**config.mk**
```make
export PLATFORM = sky130hd
export DESIGN_NAME = decode_stage
export DESIGN_NICKNAME = d
export VERILOG_FILES = /design/src/rtl/decode_pkg.sv /design/src/rtl/decode_stage_imm_gen.sv /design/src/rtl/decode_stage.sv
export SDC_FILE = /design/constraint.sdc
export NUM_CORES = 1
export LEC_CHECK = 0
export CAP_MARGIN = 30
export CORE_UTILIZATION = 51
export DETAILED_ROUTE_END_ITERATION = 12
export GPL_TIMING_DRIVEN = 0
export PLACE_DENSITY = 0.9
export SKIP_CTS_REPAIR_TIMING = 1
export SLEW_MARGIN = 20
export SYNTH_ARGS = -nofsm -noshare
export SYNTH_HDL_FRONTEND = slang
export SYNTH_SLANG_ARGS = --single-unit
```
**constraint.sdc**
```tcl
create_clock -name clk -period 10.8 [get_ports clk]
set_input_delay 2.16 -clock clk [delete_from_list [all_inputs] [get_ports clk]]
set_output_delay 2.16 -clock clk [all_outputs]
set_load 0.1 [all_outputs]
```
**src/rtl/decode_pkg.sv**
```systemverilog
// Shared opcodes, format codes and the decoded-entry layout for the RV32I/RV64I decode stage.
package decode_pkg;

  localparam int XLEN_MAX = 64;

  localparam logic [6:0] OP_LOAD   = 7'b0000011;
  localparam logic [6:0] OP_IMM    = 7'b0010011;
  localparam logic [6:0] OP_AUIPC  = 7'b0010111;
  localparam logic [6:0] OP_IMM32  = 7'b0011011;
  localparam logic [6:0] OP_STORE  = 7'b0100011;
  localparam logic [6:0] OP_REG    = 7'b0110011;
  localparam logic [6:0] OP_LUI    = 7'b0110111;
  localparam logic [6:0] OP_REG32  = 7'b0111011;
  localparam logic [6:0] OP_BRANCH = 7'b1100011;
  localparam logic [6:0] OP_JALR   = 7'b1100111;
  localparam logic [6:0] OP_JAL    = 7'b1101111;
  localparam logic [6:0] OP_SYSTEM = 7'b1110011;

  typedef enum logic [2:0] {
    FMT_R = 3'd0,
    FMT_I = 3'd1,
    FMT_S = 3'd2,
    FMT_B = 3'd3,
    FMT_U = 3'd4,
    FMT_J = 3'd5,
    FMT_X = 3'd7
  } fmt_e;

  // imm and pc are held at the widest XLEN; the stage slices to its own width
  typedef struct packed {
    logic [6:0]          opcode;
    logic [2:0]          func3;
    logic [6:0]          func7;
    logic [4:0]          rs1;
    logic [4:0]          rs2;
    logic [4:0]          rd;
    fmt_e                fmt;
    logic [XLEN_MAX-1:0] imm;
    logic [XLEN_MAX-1:0] pc;
    logic                illegal;
  } entry_t;

  function automatic fmt_e fmt_of(input logic [6:0] op, input logic rv64);
    fmt_e f;
    case (op)
      OP_REG:                              f = FMT_R;
      OP_REG32:                            f = rv64 ? FMT_R : FMT_X;
      OP_LOAD, OP_IMM, OP_JALR, OP_SYSTEM: f = FMT_I;
      OP_IMM32:                            f = rv64 ? FMT_I : FMT_X;
      OP_STORE:                            f = FMT_S;
      OP_BRANCH:                           f = FMT_B;
      OP_LUI, OP_AUIPC:                    f = FMT_U;
      OP_JAL:                              f = FMT_J;
      default:                             f = FMT_X;
    endcase
    return f;
  endfunction

endpackage

```
**src/rtl/decode_stage_imm_gen.sv**
```systemverilog
// Combinational immediate generator: sign-extends the format's immediate field to XLEN.
module imm_gen
  import decode_pkg::*;
#(
  parameter int XLEN = 32
) (
  input  logic [31:0]     instr,
  input  fmt_e            fmt,
  output logic [XLEN-1:0] imm
);

  always_comb begin
    imm = '0;
    case (fmt)
      FMT_I: imm = XLEN'($signed(instr[31:20]));
      FMT_S: imm = XLEN'($signed({instr[31:25], instr[11:7]}));
      FMT_B: imm = XLEN'($signed({instr[31], instr[7], instr[30:25], instr[11:8], 1'b0}));
      FMT_U: imm = XLEN'($signed({instr[31:12], 12'b0}));
      FMT_J: imm = XLEN'($signed({instr[31], instr[19:12], instr[20], instr[30:21], 1'b0}));
      default: imm = '0;
    endcase
  end

  // opcode bits never contribute to an immediate
  logic unused_opcode;
  assign unused_opcode = ^instr[6:0];

endmodule

```
**src/rtl/decode_stage.sv**
```systemverilog
// Pipelined instruction decode with a DEPTH-entry decoded buffer and single-cycle flush.
// Define DECODE_ILLEGAL_CHK_EN to compute and store a per-entry illegal-encoding flag.
module decode_stage
  import decode_pkg::*;
#(
  parameter int XLEN  = 32,
  parameter int DEPTH = 2
) (
  input  logic            clk,
  input  logic            rst_n,
  input  logic            flush,
  input  logic            in_valid,
  output logic            in_ready,
  input  logic [31:0]     in_instr,
  input  logic [XLEN-1:0] in_pc,
  output logic            out_valid,
  input  logic            out_ready,
  output logic [6:0]      out_opcode,
  output logic [2:0]      out_func3,
  output logic [6:0]      out_func7,
  output logic [4:0]      out_rs1,
  output logic [4:0]      out_rs2,
  output logic [4:0]      out_rd,
  output logic [2:0]      out_fmt,
  output logic [XLEN-1:0] out_imm,
  output logic [XLEN-1:0] out_pc,
  output logic            out_illegal
);

  localparam int         PTR_W   = $clog2(DEPTH);
  localparam int         CNT_W   = $clog2(DEPTH + 1);
  localparam logic [CNT_W-1:0] DEPTH_C = CNT_W'(DEPTH);
  localparam logic       RV64    = (XLEN == 64);

  fmt_e            fmt_in;
  logic [XLEN-1:0] imm_in;
  entry_t          entry_d;

  assign fmt_in = fmt_of(in_instr[6:0], RV64);

  imm_gen #(.XLEN(XLEN)) u_imm_gen (
    .instr (in_instr),
    .fmt   (fmt_in),
    .imm   (imm_in)
  );

  always_comb begin
    entry_d         = '0;
    entry_d.opcode  = in_instr[6:0];
    entry_d.func3   = in_instr[14:12];
    entry_d.func7   = in_instr[31:25];
    entry_d.rs1     = in_instr[19:15];
    entry_d.rs2     = in_instr[24:20];
    entry_d.rd      = in_instr[11:7];
    entry_d.fmt     = fmt_in;
    entry_d.imm     = XLEN_MAX'($signed(imm_in));
    entry_d.pc      = XLEN_MAX'(in_pc);
`ifdef DECODE_ILLEGAL_CHK_EN
    entry_d.illegal = (fmt_in == FMT_X) || (in_instr[1:0] != 2'b11) ||
                      ((fmt_in == FMT_R) && !(in_instr[31:25] inside {7'b0000000, 7'b0100000, 7'b0000001}));
`endif
  end

  // ---- buffer control: flush overrides both push and pop ----
  logic [PTR_W-1:0] wr_ptr_q, rd_ptr_q;
  logic [CNT_W-1:0] count_q, count_d;
  logic             push, pop;

  assign in_ready  = rst_n && (count_q < DEPTH_C);
  assign out_valid = (count_q != '0);
  assign push      = in_valid && in_ready && !flush;
  assign pop       = out_valid && out_ready && !flush;

  always_comb begin
    count_d = count_q;
    case ({push, pop})
      2'b10:   count_d = count_q + CNT_W'(1);
      2'b01:   count_d = count_q - CNT_W'(1);
      default: count_d = count_q;
    endcase
  end

  always_ff @(posedge clk or negedge rst_n) begin
    if (!rst_n) begin
      wr_ptr_q <= '0;
      rd_ptr_q <= '0;
      count_q  <= '0;
    end else if (flush) begin
      wr_ptr_q <= '0;
      rd_ptr_q <= '0;
      count_q  <= '0;
    end else begin
      if (push) wr_ptr_q <= wr_ptr_q + PTR_W'(1);
      if (pop)  rd_ptr_q <= rd_ptr_q + PTR_W'(1);
      count_q <= count_d;
    end
  end

  // ---- entry storage (data only, no reset) ----
  entry_t mem_q [DEPTH];

  always_ff @(posedge clk) begin
    if (push) mem_q[wr_ptr_q] <= entry_d;
  end

  // Outputs are forced to zero whenever nothing is buffered, which also covers reset
  entry_t head;
  assign head = out_valid ? mem_q[rd_ptr_q] : '0;

  assign out_opcode = head.opcode;
  assign out_func3  = head.func3;
  assign out_func7  = head.func7;
  assign out_rs1    = head.rs1;
  assign out_rs2    = head.rs2;
  assign out_rd     = head.rd;
  assign out_fmt    = head.fmt;
  assign out_imm    = head.imm[XLEN-1:0];
  assign out_pc     = head.pc[XLEN-1:0];
`ifdef DECODE_ILLEGAL_CHK_EN
  assign out_illegal = head.illegal;
`else
  assign out_illegal = 1'b0;
`endif

  logic unused_head;
  assign unused_head = ^{head.imm, head.pc, head.illegal};

endmodule

```
Yosys cells after proc, flatten, opt, wreduce, memory -nomap -nowiden
Memories as Yosys holds them, arrays and structs flattened.
Index checks and enable logic that the tools add are counted.
Widths: inputs -> output; s select.
{"block": "word_totals", "ff_bits": 4, "ramBits": 262, "in_bits": 69, "output_inout_bits": 102, "wordCells": 49, "memories": 1}
{"block": "op_classes", "add_sub_neg": 4, "magnitude_cmp": 1, "eq_ne": 17, "muxes": 11, "n_reduce_logical": 12}
{"memory": "mem_q", "depth": 2, "word_bits": 131, "rd": 1, "rd_clocked_by_memory_dff": 0, "write_ports": 1, "line_no": "decode_stage.sv:100", "source": "entry_t mem_q [DEPTH];"}
{"operator": "$mux 164", "n": 1}
{"operator": "$pmux 32 s5", "n": 1}
{"operator": "$eq 7x7->1 const B", "n": 4}
{"operator": "$eq 7x6->1 const B", "n": 3}
{"operator": "$pmux 3 s6", "n": 1}
{"operator": "$eq 7x5->1 const B", "n": 2}
{"operator": "$eq 7x2->1 const B", "n": 1}
{"operator": "$eq 3x2->1 const B", "n": 2}
{"operator": "$eq 3x3->1 const B", "n": 2}
{"operator": "$mux 1", "n": 6}
{"operator": "$reduce_bool 2->1", "n": 3}
{"operator": "$logic_and 1x1->1", "n": 5}
{"operator": "$pmux 2 s2", "n": 1}
{"operator": "$reduce_or 4->1", "n": 1}
{"operator": "$eq 3x1->1 const B", "n": 1}
{"operator": "$reduce_bool 3->1", "n": 1}
{"operator": "$add 1x1->1 const B", "n": 2}
{"operator": "$add 2x1->2 const B", "n": 1}
{"operator": "$eq 2x1->1 const B", "n": 1}
{"operator": "$eq 2x2->1 const B", "n": 1}
{"operator": "$lt 2x2->1 const B", "n": 1}
{"operator": "$mux 2", "n": 1}
{"operator": "$reduce_or 2->1", "n": 1}
{"operator": "$sub 2x1->2 const B", "n": 1}
{"operator": "$logic_not 1->1", "n": 1}

Depth between registers and ports, before layout
Gate-level depths: netlist (run 1).
{"block": "depth", "depth_word": 7, "ltp_mapped": 6, "ltp_nobuf": 5}

Modules after synthesis
From an unflattened synthesis (run 1), not the netlist that was laid out.
{"block": "unflattened", "hier_cells": 526, "area_unflattened_um2": 8408.1}
{"module": "decode_stage", "n_inst": 1, "cells_per_inst": 456, "area_each_um2": 7876.3}
{"module": "imm_gen", "n_inst": 1, "cells_per_inst": 70, "area_each_um2": 531.8}

Worst setup path before layout (run 1)
OpenSTA, ideal clock, no wires.
{"block": "synth_path", "path_kind": "input -> register", "from": "in rst_n", "to": "mem mem_q[1][0] (netlist name), enable pin", "setup_time_ns": 0.699, "t_arrival_ns": 11.196, "setup_slack_ns": -1.095, "cell_stages": 3, "cell_sequence": "nor2b_1 > nand2_1 > nor3b_1"}
{"block": "synth_via", "elab_chain_cells": 5}
{"element": "start, declared", "line_no": "decode_stage.sv:10", "source": "input logic rst_n,"}
{"element": "$logic_and 1x1->1", "line_no": "decode_stage.sv:69", "source": "assign in_ready = rst_n && (count_q < DEPTH_C);"}
{"element": "$logic_and 1x1->1 (2 in series)", "line_no": "decode_stage.sv:71", "source": "assign push = in_valid && in_ready && !flush;"}
{"element": "$mux 1", "line_no": "decode_stage.sv:103", "source": "if (push) mem_q[wr_ptr_q] <= entry_d;"}
{"element": "$mux 1 (not written as such)", "line_no": "decode_stage.sv:103"}
{"element": "end, declared", "line_no": "decode_stage.sv:100"}
Every way passes these cells.

Worst setup path in the final report (run 1)
{"block": "layout_path", "from": "in rst_n", "to": "out in_ready"}
{"block": "layout_via", "elab_chain_cells": 1}
{"element": "$logic_and 1x1->1", "line_no": "decode_stage.sv:69"}
{"element": "end, declared", "line_no": "decode_stage.sv:13", "source": "output logic in_ready,"}
Every way passes these cells.

==> results_dict.tcl, run 1 <==
set metrics [dict create \
    synth_top_area_share_pct 71.9 \
    clkTransAtPathRegs_ns 0.06 \
    yosys_warnings 0 \
    period_needed_ns 6.37 \
    netlist_instances 533 \
    start_util_pct 52.2 \
    setup_tns_ns 0 \
    grt_use_total_pct 22.6 \
    synth.area.mux_share_pct 12.2 \
    drt-pass1-iter-count 7 \
    finalSetupViolations 0 \
    routed_wl_mm 19.0 \
    dp_hpwl_mm 13.4 \
    drtIter0Drc 402 \
    r2r_start "count_q[1]" \
    dieArea_mm2 0.0167 \
    vdd_drop_max_v 0.000140 \
    worstPathMaxFanout 6 \
    n_antenna_cell 0 \
    setup_ws_ns 4.43 \
    synth.yosys.seq_area_share_pct 73.1 \
    total_power_uw 1940 \
    rsz0062_at_grt "false" \
    port_buffers 169 \
    finalCritPeriodShare_pct 59.0 \
    end_kind "primary output" \
    synth-simple-area-share_pct 7.89 \
    max-slew-margin-rel_pct 32.6 \
    worstMarginPinSlew_ns 1.01 \
    tritoncts "done" \
    grt_max_degree 18 \
    start_kind "input pin" \
    slew_violations 0 \
    grt_pass1_wl_mm 28.5 \
    clock_tree.buffer_depth 3 \
    clkLatencyLatePin_ns 0.48 \
    powerDensity_mw_per_mm2 174 \
    synth-edff-count 198 \
    via_count 5172 \
    yosysMostFrequentCell "edfxtp_1" \
    drc_errors 0 \
    p_leak_uw 0.00376 \
    syn2layout_area_growth_pct 34.9 \
    fp.dieH_um 129 \
    status "completed" \
    cts_sinks 202 \
    synth_top_family_by_area "multiplexers" \
    postPlaceCellArea_mm2 0.0104 \
    critPathKind "in -> out" \
    gr-total-overflow 0 \
    synth_area_leaders "edfxtp_1 72%, mux2i_1 12%, nor2_1 4.9%" \
    fmax_ghz 0.157 \
    crit_required_ns 8.64 \
    antenna_found_initial 0 \
    synth_xor_area_share_pct 0.318 \
    grt_pass1_vias 5338 \
    syn_area_mm2 0.00827 \
    fp-row-count 46 \
    fin_area_mm2 0.0112 \
    fin_nets 809 \
    maxCapViolations 0 \
    clockRootBuffer "clkbuf_16" \
    syn_nets 602 \
    dieWidth_um 129 \
    synth_compound_area_share_pct 4.24 \
    antenna_left 0 \
    synthAdderAreaFrac_pct 0 \
    fillers 999 \
    min_to "count_q[0]" \
    cts_made_buffers 21 \
    coreArea_mm2 0.0158 \
    synth.top_cells.by_count "198 x edfxtp_1, 109 x nor2_1, 101 x mux2i_1" \
    io_pins 171 \
    layout-drive-gt1-share_pct 11.4 \
    async_flop_share_pct 1.98 \
    rr_worst_depth 5 \
    gp_congestion 0.946 \
    synth-seq-cells 202 \
    post_drt_wl_per_cell_um 19.5 \
    syn_avg_cell_area_um2 15.5 \
    hold_depth 2 \
    yosys.area.top_type "edfxtp_1" \
    synth-main-ff-cell "edfxtp_1" \
    final.setup_skew_ns 0.00685 \
    yosysUniqueCellTypes 44 \
    hold_path_class "reg -> reg" \
    htreeDepth 1 \
    viasPerCell 5.33 \
    min_from "count_q[0]" \
    hold_violations 0 \
    place_ws_ns 4.43 \
    r2r-end "mem_q[1][112]" \
    reg2reg_slack_ns 8.48 \
    crit_arrival_ns 4.21 \
]
-- power breakdown --
group          internal [uW]  leakage [uW]  switching, uW
Sequential               879       0.00180           5.23
Combinational           97.1       0.00164            256
Clock                    429      0.000322            279
-- worst max path at each step --
stage | endpoint | start | slack, ns
6_report | in_ready | rst_n | 4.43
3_5_place_dp | in_ready | rst_n | 4.43
3_3_place_gp | mem_q[1][116] | rst_n | 1.44
4_1_cts | in_ready | rst_n | 4.41
5_1_grt | in_ready | rst_n | 4.36
2_1_floorplan | mem_q[1][0] | rst_n | 2.31
-- through the flow --
| stage | std cells | util, % | hold slack, ns |
|---|---|---|---|
| after floorplan | 533 | - | 0.513 |
| after global placement | 918 | 64.7 | 0.533 |
| after detailed placement | 932 | 66.0 | 0.573 |
| after CTS | 969 | 70.3 | 0.583 |
| after global routing | 970 | 70.5 | 0.607 |
| final | 970 | 70.5 | 0.579 |
-- worst max-delay path, stage by stage --
cell and delay [ns]:
clkdlybuf4s50_1 0.66, nor2b_1 0.23, clkdlybuf4s50_1 1.16
-- cell usage in the layout, fill, tap and decap left out, types with 2 or more instances in the layout --
cell type and n:
and2_1 7, inv_1 3, clkinv_1 3, nand3_1 3, clkbuf_16 21, dfrtp_1 4, buf_6 7, clkdlybuf4s50_1 169
nand2b_1 3, nor2_1 108, edfxtp_1 198, buf_8 9, mux2i_1 101, clkinv_2 3, xor2_1 2, a21oi_1 4
nand2_1 14, buf_2 14, nor3_1 2, o21ai_0 3, bufinv_16 3, a21o_2 8, a21o_1 13, buf_4 3
a32o_1 4, nor2b_1 2, clkbuf_1 13, clkinvlp_4 4
-- final cells by class --
class	count	area, um2	area share [%]
buffer	30	166	1.49
clock buffer	24	537	4.81
clock inverter	13	146	1.31
inverter	3	11.3	0.101
multi-input combinational	298	2070	18.5
sequential	202	6050	54.2
tap	216	270	2.42
timing repair buffer	184	1910	17.1
-- state kept, by name, indices dropped and copies added, names as in the netlist --
name / count
count_q: 2
rd_ptr_q: 1
mem_q: 198
wr_ptr_q: 1
-- logic make-up (layout without fill, tap and decap cells) --
| family | after synthesis | after routing |
|---|---|---|
| simple gates | 150 | 150 |
| buf+inv | 33 | 254 |
| compound gates | 43 | 43 |
| flops | 202 | 202 |
| mux | 101 | 101 |
| other cells | 1 | 1 |
| xor+xnor | 3 | 3 |
-- metal layers --
metal / track usage (%) / up-vias / share of wire (%)
met5: 0 / - / 0
met4: 5.67 / 0 / 1.2
met3: 5.24 / 30 / 8.2
met2: 39.8 / 243 / 50
met1: 28.2 / 2511 / 40
li1: - / 2388 / -
No activity file was read; power rests on OpenSTA's default activity.
==> run 2: changes to the inputs <==
- clock period: 10.8 -> 6.15 ns (I/O delays scaled with it)
==> run 2 against run 1 <==
Net effect: clock skew hardly changed; power is 70% higher; largest cell class unchanged; sequential share of layout area is 0.48 points higher; global-route usage is 0.68 points lower; highest routed layer unchanged; flip-flop and latch count stayed put; wire length is 3.2% lower; die area stayed put; largest power group unchanged.
==> results_dict.tcl, run 2 (synthesis gave the netlist of run 1 again) <==
set metrics [dict create \
    status "completed" \
    drt-pass1-iter-count 5 \
    syn2layout_area_growth_pct 33.8 \
    clock_tree.buffer_depth 3 \
    dp.cells 931 \
    grt_use_total_pct 21.9 \
    clkLatencyLatePin_ns 0.47 \
    largest_reg_flops 198 \
    cts_made_buffers 20 \
    htreeDepth 1 \
    coreArea_mm2 0.0158 \
    slew_violations 0 \
    gr-total-overflow 0 \
    clkTransAtPathRegs_ns 0.06 \
    p_leak_uw 0.00373 \
    finalCritPeriodShare_pct 72.6 \
    dp_hpwl_mm 13.4 \
    layout-drive-gt1-share_pct 11.0 \
    antenna_left 0 \
    setup_ws_ns 1.68 \
    fin_nets 806 \
    critPathKind "reg -> out" \
    end_kind "primary output" \
    powerDensity_mw_per_mm2 299 \
    hold_violations 0 \
    max-slew-margin-rel_pct 31.0 \
    antenna_found_initial 0 \
    dieArea_mm2 0.0167 \
    fp-row-count 46 \
    top_register "mem_q" \
    mostFrequentLayoutCells "198 x edfxtp_1, 169 x clkdlybuf4s50_1, 108 x nor2_1" \
    io_pins 171 \
    cts_sinks 202 \
    rsz0062_at_grt "false" \
    tritoncts "done" \
    clockRootBuffer "clkbuf_16" \
    post_drt_wl_per_cell_um 19.0 \
    gp_congestion 0.921 \
    worstPathMaxFanout 10 \
    maxCapViolations 0 \
    finalSetupViolations 0 \
    dieWidth_um 129 \
    period_needed_ns 4.47 \
    grt_max_degree 18 \
    grt_pass1_vias 5260 \
    start_util_pct 52.2 \
    layout.cells.non_filler 964 \
    crit_arrival_ns 3.24 \
    largestRegisters "mem_q x198, count_q x2" \
    final_common_cell "edfxtp_1" \
    fmax_ghz 0.224 \
    port_buffers 169 \
    via_count 5201 \
    place_ws_ns 1.68 \
    fp.dieH_um 129 \
    viasPerCell 5.40 \
    vdd_drop_max_v 0.000249 \
    crit_required_ns 4.92 \
    final.setup_skew_ns 0.00714 \
    start_kind "flip-flop" \
    n_antenna_cell 0 \
    reg2reg_slack_ns 3.61 \
    hold_path_class "reg -> reg" \
    grt_pass1_wl_mm 27.5 \
    routed_wl_mm 18.3 \
    drc_errors 0 \
    drtIter0Drc 369 \
    worstMarginPinSlew_ns 1.03 \
]
run 2: path summary, 6_finish.rpt:
kind	cells after the start	startpoint	end
worst max-delay path	5	rd_ptr_q	out_imm[12]
worst min-delay path	2	count_q[0]	count_q[0]
worst max register to register	6	count_q[1]	mem_q[1][60]
worst min register to register	2	count_q[0]	count_q[0]
max in group asynchronous	1	rst_n	wr_ptr_q
min in group asynchronous	1	rst_n	rd_ptr_q
run 2: stage by stage:
step	hold slack [ns]	utilization, %	cell area (um2)	TNS [ns]	total power [uW]
floorplan	0.513	-	8290	0	2010
global placement	0.532	64.8	10300	-15.91	2180
detailed placement	0.584	66.0	10400	0	2200
CTS	0.597	69.9	11100	0	3320
global route	0.627	69.9	11100	0	3400
finish	0.598	69.9	11100	0	3300
run 2: worst max-delay path, cell delays in order, from the launching register on:
cell and delay, ns:
dfrtp_1 0.32, clkbuf_1 0.50, buf_2 0.41, mux2i_1 0.13
nor2_1 0.21, clkdlybuf4s50_1 1.18
run 2: final cells by class:
type,instances,area (um2)
fillers,1038,4770
repair buffers,182,1880
multi-input cells,298,2070
clock inverters,9,75.1
inverters,3,11.3
well taps,216,270
clock buffers,24,537
flip-flops and latches,202,6050
plain buffers,30,166
run 2: per-layer routing:
| metal | wire [um] | part of all wire (%) | up-vias | track usage, % |
|---|---|---|---|---|
| met2 | 9390 | 51 | 224 | 39.1 |
| li1 | - | - | 2379 | - |
| met4 | 324 | 1.8 | 0 | 6.85 |
| met5 | 0 | 0 | - | 0 |
| met3 | 1550 | 8.5 | 36 | 5.12 |
| met1 | 7080 | 39 | 2562 | 26.4 |
run 2: power by group:
group	total [uW]	internal, uW	switching (uW)
combinational	615	169	446
sequential	1550	1540	9.47
clock	1130	663	470
total	3300	2380	925
